`src/rtl/zmc_pkg.sv`:
```
`default_nettype none
// ============================================================================
// Module  : zmc_pkg
// Brief   : Shared constants for the zmc Wishbone peripherals: bus widths,
//           timer register offsets and CTRL field positions.
// Revision: 1.0 - initial release
// ============================================================================
package zmc_pkg;

    // Bus widths (word addressed)
    localparam int ZMC_DW = 16;
    localparam int ZMC_AW = 16;

    // Timer register offsets within the 4-word window
    localparam logic [1:0] ZMC_TMR_CTRL   = 2'd0;
    localparam logic [1:0] ZMC_TMR_RELOAD = 2'd1;
    localparam logic [1:0] ZMC_TMR_COUNT  = 2'd2;
    localparam logic [1:0] ZMC_TMR_STATUS = 2'd3;

    // CTRL bit positions
    localparam int ZMC_CTRL_EN         = 0;
    localparam int ZMC_CTRL_AUTO       = 1;
    localparam int ZMC_CTRL_IE         = 2;
    localparam int ZMC_CTRL_PRESC_LSB  = 8;
    localparam int ZMC_CTRL_PRESC_MSB  = 15;

endpackage
`default_nettype wire

```
`src/rtl/zmc_prescaler.sv`:
```
`default_nettype none
// ============================================================================
// Module  : zmc_prescaler
// Brief   : Free-running 0..i_term counter that emits a one-cycle tick on the
//           terminal value; held at zero while disabled or cleared.
// Revision: 1.0 - initial release
// ============================================================================
module zmc_prescaler #(
    parameter int PRESC_W = 8
) (
    input  logic               clk,
    input  logic               a_reset_l,
    input  logic               i_en,
    input  logic               i_clr,
    input  logic [PRESC_W-1:0] i_term,
    output logic               o_tick
);

    logic [PRESC_W-1:0] r_cnt;
    logic               w_term_hit;

    assign w_term_hit = (r_cnt == i_term);
    // A clear takes priority so a fresh enable never inherits a stale tick
    assign o_tick     = i_en & ~i_clr & w_term_hit;

    // Count up to the terminal value, wrap, and stay at zero while idle
    always_ff @(posedge clk) begin
        if (!a_reset_l) begin
            r_cnt <= '0;
        end else if (i_clr || !i_en || w_term_hit) begin
            r_cnt <= '0;
        end else begin
            r_cnt <= r_cnt + 1'b1;
        end
    end

endmodule
`default_nettype wire

```
`src/rtl/zmc_wb_timer.sv`:
```
`default_nettype none
// ============================================================================
// Module  : zmc_wb_timer
// Brief   : Wishbone slave down-counter timer with prescaler, auto-reload and
//           level interrupt. Read data is zero outside the ack cycle so it can
//           be ORed onto the shared read bus.
// Revision: 1.0 - initial release
// ============================================================================
module zmc_wb_timer
    import zmc_pkg::*;
#(
    parameter logic [15:0] BASE_ADR = 16'hFF00,
    parameter int          PRESC_W  = 8
) (
    input  logic              clk,
    input  logic              a_reset_l,
    input  logic              wb_cyc_i,
    input  logic              wb_stb_i,
    input  logic              wb_we_i,
    input  logic [ZMC_AW-1:0] wb_adr_i,
    input  logic [ZMC_DW-1:0] wb_dat_i,
    output logic [ZMC_DW-1:0] wb_dat_o,
    output logic              wb_ack_o,
    input  logic              intr_ack_h,
    output logic              intr_h
);

    localparam int c_presc_fw = ZMC_CTRL_PRESC_MSB - ZMC_CTRL_PRESC_LSB + 1;

    // Bus state
    logic              r_ack;
    logic [ZMC_DW-1:0] r_dat;

    // Register file
    logic               r_en;
    logic               r_auto;
    logic               r_ie;
    logic [PRESC_W-1:0] r_presc;
    logic [ZMC_DW-1:0]  r_reload;
    logic [ZMC_DW-1:0]  r_count;
    logic               r_exp;
    logic               r_intr;

    // Decode and event wires
    logic              w_sel;
    logic              w_acc;
    logic              w_wr_ctrl;
    logic              w_wr_reload;
    logic              w_wr_status;
    logic              w_en_rise;
    logic              w_tick;
    logic              w_expire;
    logic              w_exp_clr;
    logic [c_presc_fw-1:0] w_presc_rd;
    logic [ZMC_DW-1:0] w_rdata;

    assign w_sel = wb_cyc_i & wb_stb_i & (wb_adr_i[15:2] == BASE_ADR[15:2]);
    // An access commits on the edge that raises ack, never on the drop cycle
    assign w_acc = w_sel & ~r_ack;

    assign w_wr_ctrl   = w_acc & wb_we_i & (wb_adr_i[1:0] == ZMC_TMR_CTRL);
    assign w_wr_reload = w_acc & wb_we_i & (wb_adr_i[1:0] == ZMC_TMR_RELOAD);
    assign w_wr_status = w_acc & wb_we_i & (wb_adr_i[1:0] == ZMC_TMR_STATUS);

    assign w_en_rise = w_wr_ctrl & wb_dat_i[ZMC_CTRL_EN] & ~r_en;
    assign w_expire  = w_tick & (r_count == '0);
    assign w_exp_clr = intr_ack_h | (w_wr_status & wb_dat_i[0]);

    generate
        if (PRESC_W < c_presc_fw) begin : g_presc_pad
            assign w_presc_rd = {{(c_presc_fw - PRESC_W){1'b0}}, r_presc};
        end else begin : g_presc_full
            assign w_presc_rd = r_presc[c_presc_fw-1:0];
        end
    endgenerate

    zmc_prescaler #(
        .PRESC_W (PRESC_W)
    ) u_presc (
        .clk       (clk),
        .a_reset_l (a_reset_l),
        .i_en      (r_en),
        .i_clr     (w_en_rise),
        .i_term    (r_presc),
        .o_tick    (w_tick)
    );

    // Read multiplexer over the four register words
    always_comb begin
        w_rdata = '0;
        case (wb_adr_i[1:0])
            ZMC_TMR_CTRL:   w_rdata = {w_presc_rd, 5'b0, r_ie, r_auto, r_en};
            ZMC_TMR_RELOAD: w_rdata = r_reload;
            ZMC_TMR_COUNT:  w_rdata = r_count;
            ZMC_TMR_STATUS: w_rdata = {15'b0, r_exp};
            default:        w_rdata = '0;
        endcase
    end

    // Single-cycle ack with registered read data, zero outside the ack cycle
    always_ff @(posedge clk) begin
        if (!a_reset_l) begin
            r_ack <= 1'b0;
            r_dat <= '0;
        end else begin
            r_ack <= w_acc;
            r_dat <= (w_acc && !wb_we_i) ? w_rdata : '0;
        end
    end

    // CTRL and RELOAD registers; a one-shot expiry overrides a same-cycle write
    always_ff @(posedge clk) begin
        if (!a_reset_l) begin
            r_en     <= 1'b0;
            r_auto   <= 1'b0;
            r_ie     <= 1'b0;
            r_presc  <= '0;
            r_reload <= 16'hFFFF;
        end else begin
            if (w_wr_ctrl) begin
                r_en    <= wb_dat_i[ZMC_CTRL_EN];
                r_auto  <= wb_dat_i[ZMC_CTRL_AUTO];
                r_ie    <= wb_dat_i[ZMC_CTRL_IE];
                r_presc <= wb_dat_i[ZMC_CTRL_PRESC_LSB +: PRESC_W];
            end
            if (w_expire && !r_auto) begin
                r_en <= 1'b0;
            end
            if (w_wr_reload) begin
                r_reload <= wb_dat_i;
            end
        end
    end

    // Down-counter: load on enable, decrement per tick, reload or park at zero
    always_ff @(posedge clk) begin
        if (!a_reset_l) begin
            r_count <= '0;
        end else if (w_en_rise) begin
            r_count <= r_reload;
        end else if (w_tick) begin
            if (r_count != '0) begin
                r_count <= r_count - 1'b1;
            end else if (r_auto) begin
                r_count <= r_reload;
            end
        end
    end

    // Expiry flag (set beats clear) and the registered interrupt level
    always_ff @(posedge clk) begin
        if (!a_reset_l) begin
            r_exp  <= 1'b0;
            r_intr <= 1'b0;
        end else begin
            if (w_expire) begin
                r_exp <= 1'b1;
            end else if (w_exp_clr) begin
                r_exp <= 1'b0;
            end
            r_intr <= r_exp & r_ie;
        end
    end

    assign wb_ack_o = r_ack;
    assign wb_dat_o = r_dat;
    assign intr_h   = r_intr;

endmodule
`default_nettype wire
```
`config.mk`:
```
export PLATFORM = sky130hd
export DESIGN_NAME = zmc_wb_timer
export DESIGN_NICKNAME = d
export VERILOG_FILES = /design/src/rtl/zmc_pkg.sv /design/src/rtl/zmc_prescaler.sv /design/src/rtl/zmc_wb_timer.sv
export SDC_FILE = /design/constraint.sdc
export NUM_CORES = 1
export LEC_CHECK = 0
export CAP_MARGIN = 20
export CELL_PAD_IN_SITES_DETAIL_PLACEMENT = 1
export CELL_PAD_IN_SITES_GLOBAL_PLACEMENT = 2
export CORE_ASPECT_RATIO = 0.7
export CORE_UTILIZATION = 38
export DETAILED_ROUTE_END_ITERATION = 12
export DONT_BUFFER_PORTS = 1
export PLACE_DENSITY = 0.9
export SLEW_MARGIN = 20
export SYNTH_ARGS = -nofsm -noshare
export SYNTH_HDL_FRONTEND = slang
export SYNTH_SLANG_ARGS = --single-unit
```
`constraint.sdc`:
```
create_clock -name clk -period 2.5 [get_ports clk]
set_input_delay 0.375 -clock clk [delete_from_list [all_inputs] [get_ports clk]]
set_output_delay 0.375 -clock clk [all_outputs]
set_load 0.005 [all_outputs]
```
==> summary.md <==
| Metric | Value |
|---|---|
| Ant diodes | 0 |
| Status | complete, no violations |
| Clock-pin transition on the worst setup and hold timing paths | 60 ps |
| Worst EP arrival | 2580 ps |
| Mapped Avg Cell Area | 8.62 um2 |
| Nets | 437 |
| IO Pins | 56 |
| Met3 WL | 529 um |
| Worst path required time | 2700 ps |
| Prevailing post-synth register cell | dfxtp_1 |
| Pre-antenna DRT Iters | 4 |
| CTS H-Tree Depth | 3 |
| Setup Slack @ Placement | 143 ps |
| Final Power | 2.67 mW |
| Detail Placement HPWL | 7240 um |
| Setup crit start kind | flop |
| Die Y | 81.2 um |
| Worst Tran Pin Value | 717 ps |
| Largest family of logic cells by synthesized area | simple AND/OR/NAND/NOR gates |
| Fillcell total | 1025 |
| IO buf count | 0 |
| Adder-Cell Fraction of Synth Area | 0.0110 |
| RSZ-0062 raised after global routing | false |
| XOR/XNOR share of the synthesized area | 0.0386 |
| Pleak | 1.60 nW |
| Final cell count without fillers | 521 |
| Largest stage delay, worst path | 560 ps |
| CTS root buf | clkbuf_16 |
| CTS tree | built |
| Setup CP Type | flop to flop |
| Crit-path max FO | 7 |
| Ys async rst share | 0 |
| Metal-1 WL | 4890 um |
| Synthesized cell area | 3410 um2 |
| Setup crit end kind | flop |
| Final setup margin | 123 ps |
| Hold_buf cts | 0 |
| Antenna viol nets, final | 0 |
| Maximum VDD drop | 0.000556 V |
| Max Cap Viol | 0 |
| Clock sinks | 70 |
| Inst Count DP | 505 |
| Max-slew violations | 0 |
| Initial drt markers | 204 |
| Final period util | 0.951 |
| Average routed wire per standard cell | 19.2 um |
| DP Area | 3550 um2 |
| First-pass GRT wire length | 16500 um |
| Hold Slack | 116 ps |
| Fin. Hold Viols | 0 |
| Final min period | 2380 ps |
| Compound-Gate Fraction of Synth Area | 0.150 |
| Worst Hold Class | input pin to flop |
| Number of library cell types mapped by synthesis | 53 |
| Largest net degree at the start of global routing | 37 |
| Die Width | 115 um |
| Worst-path cell chain | inv_1 -> ha_1 -> nor4b_2 -> nand4_1 -> nor2_1 -> or4_2 -> a21oi_1 -> o32ai_1 |
| Via count | 2919 |
| Gpl congestion | 0.827 |
| GRT Residual Overflow | 0 |
| Final Util | 0.455 |
| Layout cells sized above 1 | 0.105 |
| Met2 WL | 4520 um |
| Clk_skew | 10.6 ps |
| Final setup viols | 0 |
| Post-route setup TNS | 0 ps |
| Drt total wl | 10000 um |
| Synth Area in Simple Gates | 0.244 |
| Slowest CP cell | or4_2 |
| Uppermost layer routed | met4 |
| PwrDens | 683 nW/um2 |
| Post-Synthesis Cells | 395 |
| Core area | 8580 um2 |
| CTS buffer count | 9 |
| Clk buf depth | 2 |
| Syn Nets | 436 |
| Post-synthesis mux area share | 0.0959 |
| Post-CTS Setup Inserts | 0 |
| Gr usage total | 0.237 |
| Initial antenna violation count | 0 |
| Vias in the first global route | 3081 |
| Average via count per standard cell | 5.60 |
| Die Area | 9350 um2 |
| Worst skew pair latency | 330 ps |
| Number of synthesized flops with an enable pin | 0 |
| R2R setup slack | 120 ps |
| Fmax | 421 MHz |
| Final instance area | 3910 um2 |
| Total number of yosys warnings | 0 |
| Slew HR | 0.522 |
| Remaining DRCs | 0 |
| Rows | 28 |
| Sequential fraction of the synthesis area | 0.411 |
| Starting Density | 0.397 |
| Area Overhead vs Synth | 14.7% |
| Post-synthesis register bit count | 70 |
[layout make-up]
type	instances	area, um2	share of cell area
Multi-Input combinational cell	284	1840	0.471
Sequential cell	70	1400	0.359
Clock buffer	13	260	0.0666
Tap cell	120	150	0.0384
Timing Repair Buffer	13	97.6	0.0250
Clock inverter	3	90.1	0.0231
Inverter	18	67.6	0.0173
[registers in the layout (all words and copies together), names as in the netlist]
name           cells
r_count           16
r_reload          16
wb_dat_o          16
r_presc            8
u_presc.r_cnt      8
intr_h             1
r_auto             1
r_en               1
r_exp              1
r_ie               1
wb_ack_o           1
[worst max-delay path: cells and delay by family, from the launching register on]
family	cells	cell delay (ps)
simple gates	4	1170
fa+ha+maj	1	210
compound gates	2	290
buf+inv	1	120
flops	1	460
[timing repair]
| item | 4_1_cts | 5_1_grt |
|---|---|---|
| setup endpoints to repair | 0 | 11 |
| hold endpoints to repair | 0 | 0 |
| gates resized for setup | 0 | 1 |
[cells in the mapped netlist (2+ instances only)]
cell type,number,share of area
and4_1,2,0.0051
nand3_1,23,0.034
ha_1,3,0.011
o21bai_1,2,0.0044
a22oi_1,5,0.011
nand4_1,3,0.0055
inv_1,18,0.020
o32ai_1,9,0.023
o21ai_1,2,0.0029
xor2_1,11,0.028
nor4bb_1,2,0.0059
nor3_1,11,0.016
o22ai_1,2,0.0037
clkbuf_1,14,0.015
xnor2_1,4,0.010
or3_1,2,0.0037
o21a_1,2,0.0044
a21boi_0,10,0.022
nor4_1,6,0.011
o21ai_0,2,0.0029
nand2_1,37,0.041
dfxtp_1,70,0.41
a21oi_1,30,0.044
o2bb2ai_1,2,0.0051
and3_1,7,0.013
buf_2,7,0.010
nor2b_1,6,0.011
nor2_1,46,0.051
mux2i_1,30,0.088
nor4b_2,2,0.0088
o31ai_1,3,0.0066
[path summary, 6_finish.rpt]
kind	start	end	cells after the start
max reg2reg	r_count[0]	r_count[3]	8
max	r_count[0]	r_count[3]	8
min	a_reset_l	r_reload[6]	1
min reg2reg	r_presc[6]	r_presc[6]	2
[power breakdown]
part           switching [mW]  internal, mW
clock network           0.465          1.03
registers          0.00000244          1.12
logic                  0.0296        0.0286
total                   0.494          2.17
[metal layers]
metal	GRT usage	vias up
li1	-	1406
met5	0	-
met4	0.0649	0
met1	0.314	1428
met2	0.388	78
met3	0.0552	7
[cell families (layout without fill, tap and decap cells)]
logic type / count (synthesis) / after routing
AO/OA/AOI/OAI: 75 / 75
XOR/XNOR: 15 / 15
adder cells (fa/ha/maj): 3 / 3
buffers and inverters: 41 / 47
flip-flops: 70 / 70
multiplexers: 31 / 31
AND/OR/NAND/NOR: 160 / 160
[cells in the final DEF (no fill, tap or decap), types with 7 or more instances in the layout]
master / synthesis / final
nand2_1: 37 / 36
nor3_1: 11 / 11
a21boi_0: 10 / 10
dfxtp_1: 70 / 70
clkbuf_16: 0 / 9
and3_1: 7 / 7
xor2_1: 11 / 11
nor2_1: 46 / 46
nand3_1: 23 / 23
inv_1: 18 / 18
a21oi_1: 30 / 30
buf_4: 1 / 13
o32ai_1: 9 / 9
mux2i_1: 30 / 30
Power figures use the tool's default switching activity.
